## src/rtl/mux_sel_sequencer.sv

```systemverilog
// rtl/mux_sel_sequencer.sv - Round-robin select sequencer driving the s1/s2 selects of a 1-bit 4:1 mux
//
// Optional feature macro: MUXSEQ_LOCK_EN (adds the lock input; when absent lock behaves as 0).
//
// Ports:
//   clk        system clock, rising edge
//   rst_n      asynchronous active-low reset
//   req[3:0]   per-channel request (0=a, 1=b, 2=c, 3=d)
//   out_ready  consumer accepts the current beat
//   lock       (MUXSEQ_LOCK_EN only) hold the current grant past its dwell
//   s1, s2     registered mux selects, {s1,s2} = granted index
//   grant[3:0] registered one-hot grant, 0 when idle
//   sel_valid  registered, high while a grant is active
//   done       combinational, high on the final accepted beat of a grant
module mux_sel_sequencer #(
    parameter int DWELL = 4,
    parameter int CNT_W = 4
) (
    input  logic       clk,
    input  logic       rst_n,
    input  logic [3:0] req,
    input  logic       out_ready,
`ifdef MUXSEQ_LOCK_EN
    input  logic       lock,
`endif
    output logic       s1,
    output logic       s2,
    output logic [3:0] grant,
    output logic       sel_valid,
    output logic       done
);

    localparam logic [CNT_W-1:0] LAST = CNT_W'(DWELL - 1);

    typedef enum logic {IDLE, GRANT} state_t;

    state_t            state, state_nxt;
    logic [1:0]        ptr, ptr_nxt;
    logic [1:0]        idx_nxt;
    logic [CNT_W-1:0]  cnt, cnt_nxt;
    logic [3:0]        grant_nxt;
    logic              valid_nxt;
    logic              lock_i;
    logic [1:0]        cur_idx;
    logic [1:0]        search_ptr;
    logic [1:0]        pick;
    logic              beat, at_last, early, release_now;

`ifdef MUXSEQ_LOCK_EN
    assign lock_i = lock;
`else
    assign lock_i = 1'b0;
`endif

    assign cur_idx = {s1, s2};

    // First set request searching upward from p+1 with wrap; channel p is checked last.
    // Iterating from the farthest offset down lets the nearest hit overwrite earlier ones.
    function automatic logic [1:0] rr_pick(input logic [3:0] r, input logic [1:0] p);
        logic [1:0] c;
        rr_pick = p;
        for (int k = 4; k >= 1; k--) begin
            c = p + 2'(k);
            if (r[c]) rr_pick = c;
        end
    endfunction

    assign beat        = sel_valid & out_ready;
    assign at_last     = (cnt == LAST);
    assign done        = beat & at_last & ~lock_i;
    assign early       = sel_valid & ~req[cur_idx];
    assign release_now = done | early;

    // On a release the pointer moves to the channel being released, and the
    // re-grant search must already see that new pointer.
    assign search_ptr = (state == GRANT) ? cur_idx : ptr;
    assign pick       = rr_pick(req, search_ptr);

    always_comb begin
        state_nxt = state;
        ptr_nxt   = ptr;
        idx_nxt   = cur_idx;
        cnt_nxt   = cnt;
        grant_nxt = grant;
        valid_nxt = sel_valid;
        case (state)
            IDLE: begin
                if (|req) begin
                    state_nxt = GRANT;
                    idx_nxt   = pick;
                    grant_nxt = 4'b0001 << pick;
                    valid_nxt = 1'b1;
                    cnt_nxt   = '0;
                end
            end
            GRANT: begin
                if (release_now) begin
                    ptr_nxt = cur_idx;
                    cnt_nxt = '0;
                    if (|req) begin
                        idx_nxt   = pick;
                        grant_nxt = 4'b0001 << pick;
                    end else begin
                        // selects keep their last value while idle
                        state_nxt = IDLE;
                        grant_nxt = 4'b0000;
                        valid_nxt = 1'b0;
                    end
                end else if (beat && !at_last) begin
                    // saturates at LAST while lock suppresses the release
                    cnt_nxt = cnt + CNT_W'(1);
                end
            end
            default: state_nxt = IDLE;
        endcase
    end

    always_ff @(posedge clk or negedge rst_n) begin
        if (!rst_n) begin
            state     <= IDLE;
            ptr       <= 2'd3;
            cnt       <= '0;
            s1        <= 1'b0;
            s2        <= 1'b0;
            grant     <= 4'b0000;
            sel_valid <= 1'b0;
        end else begin
            state     <= state_nxt;
            ptr       <= ptr_nxt;
            cnt       <= cnt_nxt;
            s1        <= idx_nxt[1];
            s2        <= idx_nxt[0];
            grant     <= grant_nxt;
            sel_valid <= valid_nxt;
        end
    end

endmodule

```

## config.mk

```make
export PLATFORM = sky130hd
export DESIGN_NAME = mux_sel_sequencer
export DESIGN_NICKNAME = d
export VERILOG_FILES = /design/src/rtl/mux_sel_sequencer.sv
export SDC_FILE = /design/constraint.sdc
export NUM_CORES = 1
export LEC_CHECK = 0
export CORE_MARGIN = 1.5
export CORE_UTILIZATION = 40
export CTS_CLUSTER_DIAMETER = 50
export DETAILED_ROUTE_END_ITERATION = 8
export GPL_TIMING_DRIVEN = 0
export SLEW_MARGIN = 20
export SYNTH_ARGS = -nofsm -noshare
export SYNTH_HDL_FRONTEND = slang
export SYNTH_SLANG_ARGS = --single-unit
```

## constraint.sdc

```tcl
create_clock -name clk -period 2.8 [get_ports clk]
set_clock_uncertainty 0.2 [all_clocks]
set_input_delay 0.56 -clock clk [delete_from_list [all_inputs] [get_ports clk]]
set_output_delay 0.56 -clock clk [all_outputs]
set_load 0.02 [all_outputs]
```

-- Word-level counts from Yosys, hierarchy flattened
Cells that the tools add are included.
- register bits: 14
- input port bits: 7
- word-level logic and storage cells: 64
- $add $sub $neg: 4
- order comparisons: 4
- equality and inequality tests: 5
- shift operators: 1
- mux-type cells: 30
- bitwise logic cells: 6
- reductions and logical operators: 7
- operators with widths (operator ; count):
    $mux 4 ; 6
    $pmux 4 s2 ; 2
    $lt 2x3->1 const B ; 4
    $mux 2 ; 6
    $mux 1 ; 9
    $bmux 1 s2 ; 4
    $reduce_and 2->1 ; 3
    $add 2x2->2 const B ; 2
    $add 4x1->4 const B ; 1
    $eq 4x2->1 const B ; 1
    $ne 2x2->1 const B ; 2
    $pmux 1 s2 ; 2
    $pmux 2 s2 ; 1
    $reduce_or 4->1 ; 1
    $shl 1x2->4 const A ; 1
    $and 1x1->1 ; 3
    $ne 3x1->1 const B ; 1
    $reduce_and 3->1 ; 1
    $add 2x1->2 const B ; 1
    $ne 2x1->1 const B ; 1
    $not 1->1 ; 2
    $logic_and 1x1->1 ; 1
    $logic_not 1->1 ; 1
    $or 1x1->1 ; 1

-- Longest topological paths before layout
- depth in word-level cells: 11
- depth in mapped cells: 6
- mapped depth without buffers: 5

-- Least setup slack after synthesis
No wires, ideal clock.
- kind: flip-flop to flip-flop
- start point: reg s2
- end point: reg s2
- data arrival time: 1.827 ns
- required time: 2.475 ns
- setup slack: 0.648 ns
- cell stages (with the launch flop): 6
- buffers on the path: 0
- period minus slack after synthesis: 2.152 ns
- cell sequence: dfrtp_1 mux4_2 nand2b_4 a31o_1 clkinv_1 mux2_2
- word-level cells in the longest chain between the ends: 10
- ends and longest elaborated chain (item ; RTL line ; RTL):
    from (decl) ; 27 ; output logic s2,
    from (signal assigned) ; 132 ; s2 <= idx_nxt[0];
    $mux 2 ; 76 ; assign search_ptr = (state == GRANT) ? cur_idx : ptr;
    $add 2x2->2 ; 63 ; c = p + 2'(k);
    $bmux 1 s2 ; 64 ; if (r[c]) rr_pick = c;
    $mux 1 (implied by the code) ; 64 ;
    $mux 2 (3 in series) ; 64 ;
    $mux 2 ; 88, 100 ;
    $mux 2 ; 97 ; if (release_now) begin
    $pmux 2 s2 ; 86 ; case (state)
Parallel ways exist; a longest one is shown, timed or not. The select of a mux whose other input is x is not followed.
A chain may end at the register's enable or synchronous reset.

-- Worst setup path in the final report
- start point: in out_ready
- end point: out done
- word-level cells in the longest chain between the ends: 2
- ends and longest elaborated chain (item ; RTL line ; RTL):
    from (decl) ; 22 ; input logic out_ready,
    $and 1x1->1 ; 68 ; assign beat = sel_valid & out_ready;
    $and 1x1->1 ; 70 ; assign done = beat & at_last & ~lock_i;
    to (decl) ; 30 ; output logic done
No other way between the ends.

==> impl_metrics.json <==
{
  "yosysWarningCount": 0,
  "cts.sinks": 14,
  "p_total_mw": 1.06,
  "netlist_top_cells_count": "12 x dfrtp_1, 6 x nand2_1, 5 x inv_1, 4 x nand3_1, 4 x nor2_1",
  "syn_area_sq_um": 790,
  "synth_edf_count": 0,
  "numPortBuffers": 14,
  "min_period_ps": 2680,
  "die_w_um": 47.4,
  "synth.avg_cell_area_sq_um": 10.8,
  "synth_largest_area_cell": "dfrtp_1",
  "seqCellArea_sq_um": 353,
  "ir_drop_v": 0.000508,
  "cp_data_required_time_ps": 2040,
  "start_util": 0.443,
  "die_y_um": 47.4,
  "dr.first_iter.drc_count": 10,
  "num_rows": 15,
  "fin_crit_sh": 0.957,
  "seq_area_frac_synth": 0.447,
  "fin_cells": 116,
  "htreeDepth": 1,
  "fillers": 167,
  "root_buffer": "clkbuf_4",
  "cts_buffers": 3,
  "synth_nets": 81,
  "ant_nets": 0,
  "yosysTopAreaCellShare": 0.380,
  "cp-start-kind": "input port",
  "viasPerCell": 5.20,
  "hold_viol": 0,
  "status": "complete, no violations",
  "final.setup.worst_slack_ps": 120,
  "drv_cap": 0,
  "n_antenna_cell": 0,
  "p_per_area_nw_per_um2": 1070,
  "drive_gt1_frac": 0.176,
  "final_net_count": 100,
  "synth_most_common_cell": "dfrtp_1",
  "ios": 15,
  "endpoint_kind": "output port",
  "grt_max_degree": 15,
  "p_leak_nw": 0.426,
  "fmax_mhz": 373,
  "syn2layout_area_growth_pct": 26.3,
  "setup_tns_ps": 0,
  "synth_cell_types": 38,
  "drtPass1Iterations": 4,
  "ys_ff_latch": 14,
  "setup_viol": 0,
  "critical_path_class": "in2out",
  "grt_pass1_vias": 576,
  "drc_errors": 0,
  "tightest_slew_ps": 623,
  "synth_area_leaders": "dfrtp_1 38%, dfstp_2 6.7%, mux2_1 4.3%",
  "rsz0062_at_grt": "false",
  "dp.cells": 112,
  "core_area_sq_um": 1780,
  "post_cts_buffers": 0,
  "multiInputGateArea_sq_um": 407,
  "synth-main-ff-cell": "dfrtp_1",
  "routed_wl_mm": 1.57,
  "hold_class": "reg2reg",
  "crit_fanout": 5,
  "grt.total_usage": 0.176,
  "grt_pass1_wl_mm": 2.66,
  "synthCells": 73,
  "gr-total-overflow": 0,
  "pre_cts_ws_ps": 60.3,
  "drv_slew": 0,
  "place_congestion": 0.760,
  "timing.hold.ws_ps": 305,
  "post_cts_resized": 0,
  "synthArstFlopShare": 1.00,
  "maxSlewHeadroom": 0.583,
  "die_area_sq_um": 2250,
  "hold_buffers": 0,
  "clk_pin_slew_ps": 90,
  "tritoncts": "built",
  "vias": 603,
  "clockBufferDepth": 2,
  "arrival_ps": 1920,
  "wl_per_cell_um": 13.5,
  "insertion_delay_ps": 280,
  "post-dp-hpwl_mm": 1.14,
  "grt_antenna_before_repair": 0
}
## metrics by stage
| step | util | cell area (sq um) |
|---|---|---|
| 6_report | 0.559 | 997 |
| 4_1_cts | 0.559 | 997 |
| 5_1_grt | 0.559 | 997 |
| 2_1_floorplan | - | 790 |
| 3_3_place_gp | 0.539 | 961 |
| 3_5_place_dp | 0.539 | 961 |
## state kept, by name, summed over array words and instances (netlist names)
signal / flops
cnt: 4
grant: 4
ptr: 2
s1: 1
s2: 1
sel_valid: 1
state: 1
## cell families (layout without fill, tap and decap cells)
logic type,count (synthesis),in the layout,share of synthesized area
AND/OR/NAND/NOR,24,24,0.171
adder cells (fa/ha/maj),1,1,0.0158
multiplexers,7,7,0.111
flip-flops,14,14,0.447
buffers and inverters,7,25,0.0380
AO/OA/AOI/OAI,19,19,0.206
XOR/XNOR,1,1,0.0111
## cell usage in the layout (no fill, tap or decap), types with 2 or more instances in the layout
| master | synthesis | layout |
|---|---|---|
| clkdlybuf4s50_1 | 0 | 14 |
| dfrtp_1 | 12 | 12 |
| nand2_1 | 6 | 6 |
| inv_1 | 5 | 5 |
| nor2_1 | 4 | 4 |
| nand3_1 | 4 | 4 |
| mux2_1 | 3 | 3 |
| clkbuf_4 | 0 | 3 |
| nand4_1 | 2 | 2 |
| o21ai_2 | 2 | 2 |
| and2_1 | 2 | 2 |
| o21a_1 | 2 | 2 |
| mux2i_1 | 2 | 2 |
| o21ai_0 | 2 | 2 |
| dfstp_2 | 2 | 2 |
## worst max-delay path, stage by stage
cell             delay, ps
clkdlybuf4s50_1        470
nand4_1                190
inv_1                  100
clkdlybuf4s50_1        600
## final timing paths
| path | start | end | slack, ps | cells after the start |
|---|---|---|---|---|
| max in group asynchronous | rst_n | s2$_DFFE_PN0P_ | 1540 | 1 |
| max reg2reg | state$_DFF_PN0_ | s2$_DFFE_PN0P_ | 600 | 6 |
| max | out_ready | done | 120 | 4 |
| min reg2reg | grant[2]$_DFFE_PN0P_ | grant[2]$_DFFE_PN0P_ | 300 | 1 |
| min | grant[2]$_DFFE_PN0P_ | grant[2]$_DFFE_PN0P_ | 300 | 1 |
| min in group asynchronous | rst_n | cnt[1]$_DFFE_PN0P_ | 460 | 1 |
## routing by layer
layer	global-route usage	wire length (um)	vias up
li1	-	-	303
met1	0.257	776	287
met2	0.243	738	11
met3	0.0340	38	2
met4	0.100	12	0
met5	0	0	-
## power breakdown
part	leakage (nW)	internal (mW)	switching, mW	total [mW]
logic	0.234	0.273	0.277	0.550
registers	0.171	0.290	0.0732	0.363
clock network	0.0210	0.0792	0.0698	0.149
## final cells by class
type,instances,share of cell area
plain buffers,1,0.00753
clock buffers,4,0.0364
inverters,6,0.0226
multi-input cells,52,0.408
flip-flops and latches,14,0.354
well taps,25,0.0314
repair buffers,14,0.141
(Power assumes the default switching activity.)
==> RTL edit 1: new RTL, config.mk and constraints unchanged <==
Build with the macro `MUXSEQ_LOCK_EN` defined.
--- a/src/rtl/mux_sel_sequencer.sv
+++ b/src/rtl/mux_sel_sequencer.sv
@@ -12,6 +12,8 @@
 //   grant[3:0] registered one-hot grant, 0 when idle
 //   sel_valid  registered, high while a grant is active
 //   done       combinational, high on the final accepted beat of a grant
+`define MUXSEQ_LOCK_EN
+
 module mux_sel_sequencer #(
     parameter int DWELL = 4,
     parameter int CNT_W = 4
Interface: changed (added lock); port bits go from 15 to 16. No check against the original RTL was run, so the function may have changed too.
==> RTL edit 1 against the original RTL <==
  * Combinational power up 2%
  * Sequential power up 1%
  * Total power up 1.2%
  * Worst hold slack worse by 2.0 ps
  * Cell area up 4.1%
  * Sequential cell count unchanged
  * Register-to-register slack worse by 170 ps
  * Area after synthesis up 3.8%
  * Routed wire length up 7.2%
  * Worst setup slack better by 120 ps
  * Critical path type is now flop to output port
  * Largest power group unchanged
==> RTL edit 1: results <==
export IMPL_timing_rr_end="s1"
export IMPL_dp_cells=125
export IMPL_postSynthAreaPerCell_um2=9.874
export IMPL_leakage_nw=0.4440
export IMPL_viasPerCell=5.326
export IMPL_port_buffers=15
export IMPL_synth_area_top_cells="dfrtp_1 (37%), dfstp_2 (6.4%), nand2_1 (6.4%), mux2_2 (5.5%), o21ai_0 (4.3%)"
export IMPL_reg2reg_from="cnt[0]"
export IMPL_synth_fa_ha_area_share_pct=1.527
export IMPL_ys_seq_area_share_pct=43.05
export IMPL_crit_start="cnt[0]"
export IMPL_initialDrtViolationCount=12
export IMPL_grt_pass1_vias=617
export IMPL_drive_above_1_share_pct=16.67
export IMPL_synth_distinct_cells=33
export IMPL_crit_arrival_ps=1790
export IMPL_status="finished clean"
export IMPL_synth_common_cells="nand2_1 (14), dfrtp_1 (12), o21ai_0 (7)"
export IMPL_ir_drop_uv=530.6
export IMPL_nets=112
export IMPL_fillers=189
export IMPL_wl_per_cell_um=13.02
export IMPL_synth_xor_area_share_pct=0
export IMPL_cpMaxStageDelayCell="or3b_4"
export IMPL_r2r_slack_ps=430
export IMPL_wl_mm=1.679
export IMPL_grt_first_pass_wirelength_mm=2.766
export IMPL_area_growth_pct=26.72
export IMPL_syn_num_nets=92
export IMPL_critical_path_top_delay_family="simple AND/OR/NAND/NOR gates"
export IMPL_p_int_mw=0.6362
export IMPL_globalplace_congestion=0.8163
export IMPL_synthMuxAreaShare_pct=11.91
-- RTL edit 1: cell types whose count changed after synthesis, moves of 3 or more --
| cell | change |
|---|---|
| mux2_1 | -3 |
| mux2_2 | +3 |
| o21ai_0 | +5 |
| nand2_1 | +8 |
-- RTL edit 1: kinds of logic (layout without fill, tap and decap cells) --
family,count (synthesis),count (layout)
buffers and inverters,4,23
adder cells (fa/ha/maj),1,1
flip-flops,14,14
AND/OR/NAND/NOR,33,33
AO/OA/AOI/OAI,23,23
multiplexers,8,8
-- RTL edit 1: how the worst min path moves through the flow --
stage,from,to,slack [ps],depth (start not counted)
floorplan,rst_n,cnt[0],60,0
global placement,grant[0],grant[0],280,1
detailed placement,grant[0],grant[0],280,1
CTS,grant[1],grant[1],300,1
global route,grant[0],grant[0],320,1
finish,grant[1],grant[1],300,1
-- RTL edit 1: metal layers --
metal	up-vias	part of all wire [%]	wire length, um	track usage [%]
met4	0	0	0	3.243
met2	11	46	773	25.26
met1	320	51	854	25.40
li1	356	-	-	-
met3	0	3.0	51	4.444
met5	-	0	0	0
-- RTL edit 1: area by class of cell --
| cell class | instances | share of cell area [%] |
|---|---|---|
| buffer | 1 | 0.4819 |
| clock buffer | 4 | 3.494 |
| inverter | 3 | 1.084 |
| multi-input combinational | 65 | 43.37 |
| sequential | 14 | 33.98 |
| tap | 27 | 3.253 |
| timing repair buffer | 15 | 14.34 |
-- RTL edit 1: power groups by stage --
stage                     combinational (mW)  clock [mW]  sequential, mW
after CTS                              0.565       0.151           0.368
final                                  0.563       0.145           0.367
after detailed placement               0.562           0           0.371
after global routing                   0.634       0.157           0.377
after global placement                 0.559           0           0.370
after floorplan                        0.348           0           0.407
-- RTL edit 1: worst register-to-register path: cells and delay by family (launching register included) --
kind | cells | cell delay [ps]
AOI/OAI and AO/OA | 1 | 320
DFF | 1 | 400
and+or+nand+nor | 3 | 790
adders and majority gates | 1 | 200
muxes | 1 | 360
-- RTL edit 1: timing repair --
| item | CTS | global route |
|---|---|---|
| resized for setup | 1 | 0 |
| hold buffers | 0 | 0 |
| endpoints found under the setup margin | 1 | 0 |
-- RTL edit 1: metrics by stage --
step                      setup WS, ps  total power, mW
after floorplan                  602.3           0.7552
after CTS                        229.0            1.084
after global placement           47.41           0.9281
after detailed placement         30.96           0.9328
after global routing             17.55            1.168
final                            245.3            1.075
==> RTL edit 2: new RTL, same flow settings <==
Made on the original files. One comparison of `cnt` changes from == to >=.
--- a/src/rtl/mux_sel_sequencer.sv
+++ b/src/rtl/mux_sel_sequencer.sv
@@ -66,7 +66,7 @@
     endfunction
 
     assign beat        = sel_valid & out_ready;
-    assign at_last     = (cnt == LAST);
+    assign at_last     = (cnt >= LAST);
     assign done        = beat & at_last & ~lock_i;
     assign early       = sel_valid & ~req[cur_idx];
     assign release_now = done | early;
Check against the original RTL: no difference found for any inputs over 10 cycles, from zero or initial values and one cycle with rst_n low; that may be too few to reach the edited logic, so the function may still have changed.
==> RTL edit 2 against the original RTL <==
  * Count of clock-buffer cells in the layout stayed put
  * Total power shrank 8.0%
  * Register-to-register slack better by 40 ps
  * Area after synthesis up 1.9%
  * Routed wire length decreased by 6.3%
  * Cell area increased by 0.75%
  * Worst setup slack better by 48 ps
  * Sequential cell count stayed put
  * Largest power group unchanged
==> RTL edit 2: results <==
export IMPL_clk_pin_slew_worst_paths_ps=90
export IMPL_synth_distinct_cells=33
export IMPL_power_density_nw_per_um2=972.8
export IMPL_wl_per_cell_um=12.12
export IMPL_critical_path_top_delay_family="buffers and inverters"
export IMPL_nets=103
export IMPL_drive_above_1_share_pct=19.15
export IMPL_ir_drop_uv=551.5
export IMPL_initialDrtViolationCount=8
export IMPL_cts_htree_levels=1
export IMPL_leakage_nw=0.4682
export IMPL_cts_buffer_depth=2
export IMPL_final_antenna_net_count=0
export IMPL_viasPerCell=5.041
export IMPL_hold_start="grant[0]"
export IMPL_globalplace_congestion=0.7214
export IMPL_num_antenna_cells=0
export IMPL_hp_class="flop to flop"
export IMPL_cts_setup_buffers=0
export IMPL_crit_arrival_ps=1870
export IMPL_grt_antenna_before_repair=0
export IMPL_grt_first_pass_wirelength_mm=2.421
export IMPL_drcViolationCount=0
export IMPL_power_total_mw=0.9774
export IMPL_syn_inst=76
export IMPL_crit_start="out_ready"
export IMPL_dp_slack_ps=173.4
export IMPL_async_flop_share_pct=100.0
export IMPL_slew_headroom_pct=56.89
export IMPL_final_common_cell="clkdlybuf4s50_1"
export IMPL_synth_warning_count=0
export IMPL_reg2reg_from="cnt[0]"
export IMPL_hold_buffers=0
export IMPL_syn_num_nets=84
export IMPL_ys_seq_area_share_pct=43.86
export IMPL_grt_pass1_vias=541
export IMPL_cts_made_buffers=3
export IMPL_synth_area_top_cells="dfrtp_1 (37%), dfstp_2 (6.5%), mux2i_1 (5.0%), inv_1 (3.7%), nand2_1 (3.3%)"
export IMPL_grt_use_total_pct=15.24
export IMPL_post_dp_cell_area_um2=978.4
export IMPL_reg_largest_list="cnt x4, grant x4, ptr x2"
export IMPL_status="finished clean"
export IMPL_fillers=184
export IMPL_cts_resized=0
export IMPL_switching_share_pct=39.44
export IMPL_grt_max_degree=15
export IMPL_layout_cells_non_filler=121
export IMPL_synth_common_cells="dfrtp_1 (12), inv_1 (8), nand2_1 (7)"
export IMPL_crit_fanout=3
export IMPL_crit_path_max_incr_delay_ps=620
export IMPL_p_seq_mw=0.344
export IMPL_pg_clk_mw=0.122
export IMPL_drtPass1Iterations=4
export IMPL_port_buffers=14
export IMPL_dp_hpwl_mm=1.098
export IMPL_cpMaxStageDelayCell="clkdlybuf4s50_1"
export IMPL_drv_cap=0
export IMPL_clk_latency_ps=280
export IMPL_clockRootBuffer="clkbuf_4"
-- RTL edit 2: per-layer routing --
layer	share of wire [%]	vias up	track usage, %
li1	-	308	-
met3	3.3	4	3.396
met5	0	-	0
met1	54	287	21.43
met4	1.6	0	4.865
met2	41	11	23.20
-- RTL edit 2: cell families (layout without fill, tap and decap cells) --
kind of cell	count (synthesis)	after routing	synth area share, %
compound gates	23	23	22.40
fa+ha+maj	1	1	1.555
buf+inv	10	28	5.754
flops	14	14	43.86
mux	9	9	15.24
simple gates	19	19	11.20
-- RTL edit 2: area by class of cell --
cell class	count	share of cell area, %
multi-input combinational	52	40.35
sequential	14	35.12
timing repair buffer	14	13.95
tap	27	3.362
inverter	8	2.989
clock buffer	4	2.615
buffer	2	1.619
-- RTL edit 2: worst paths after layout --
kind	to	slack (ps)	cells after the start
max in group asynchronous	cnt[3]	1510	1
worst min-delay path	grant[0]	290	2
worst max-delay path	done	170	3
worst max register to register	s2	640	5
min in group asynchronous	cnt[2]	470	1
worst min register to register	grant[0]	290	2
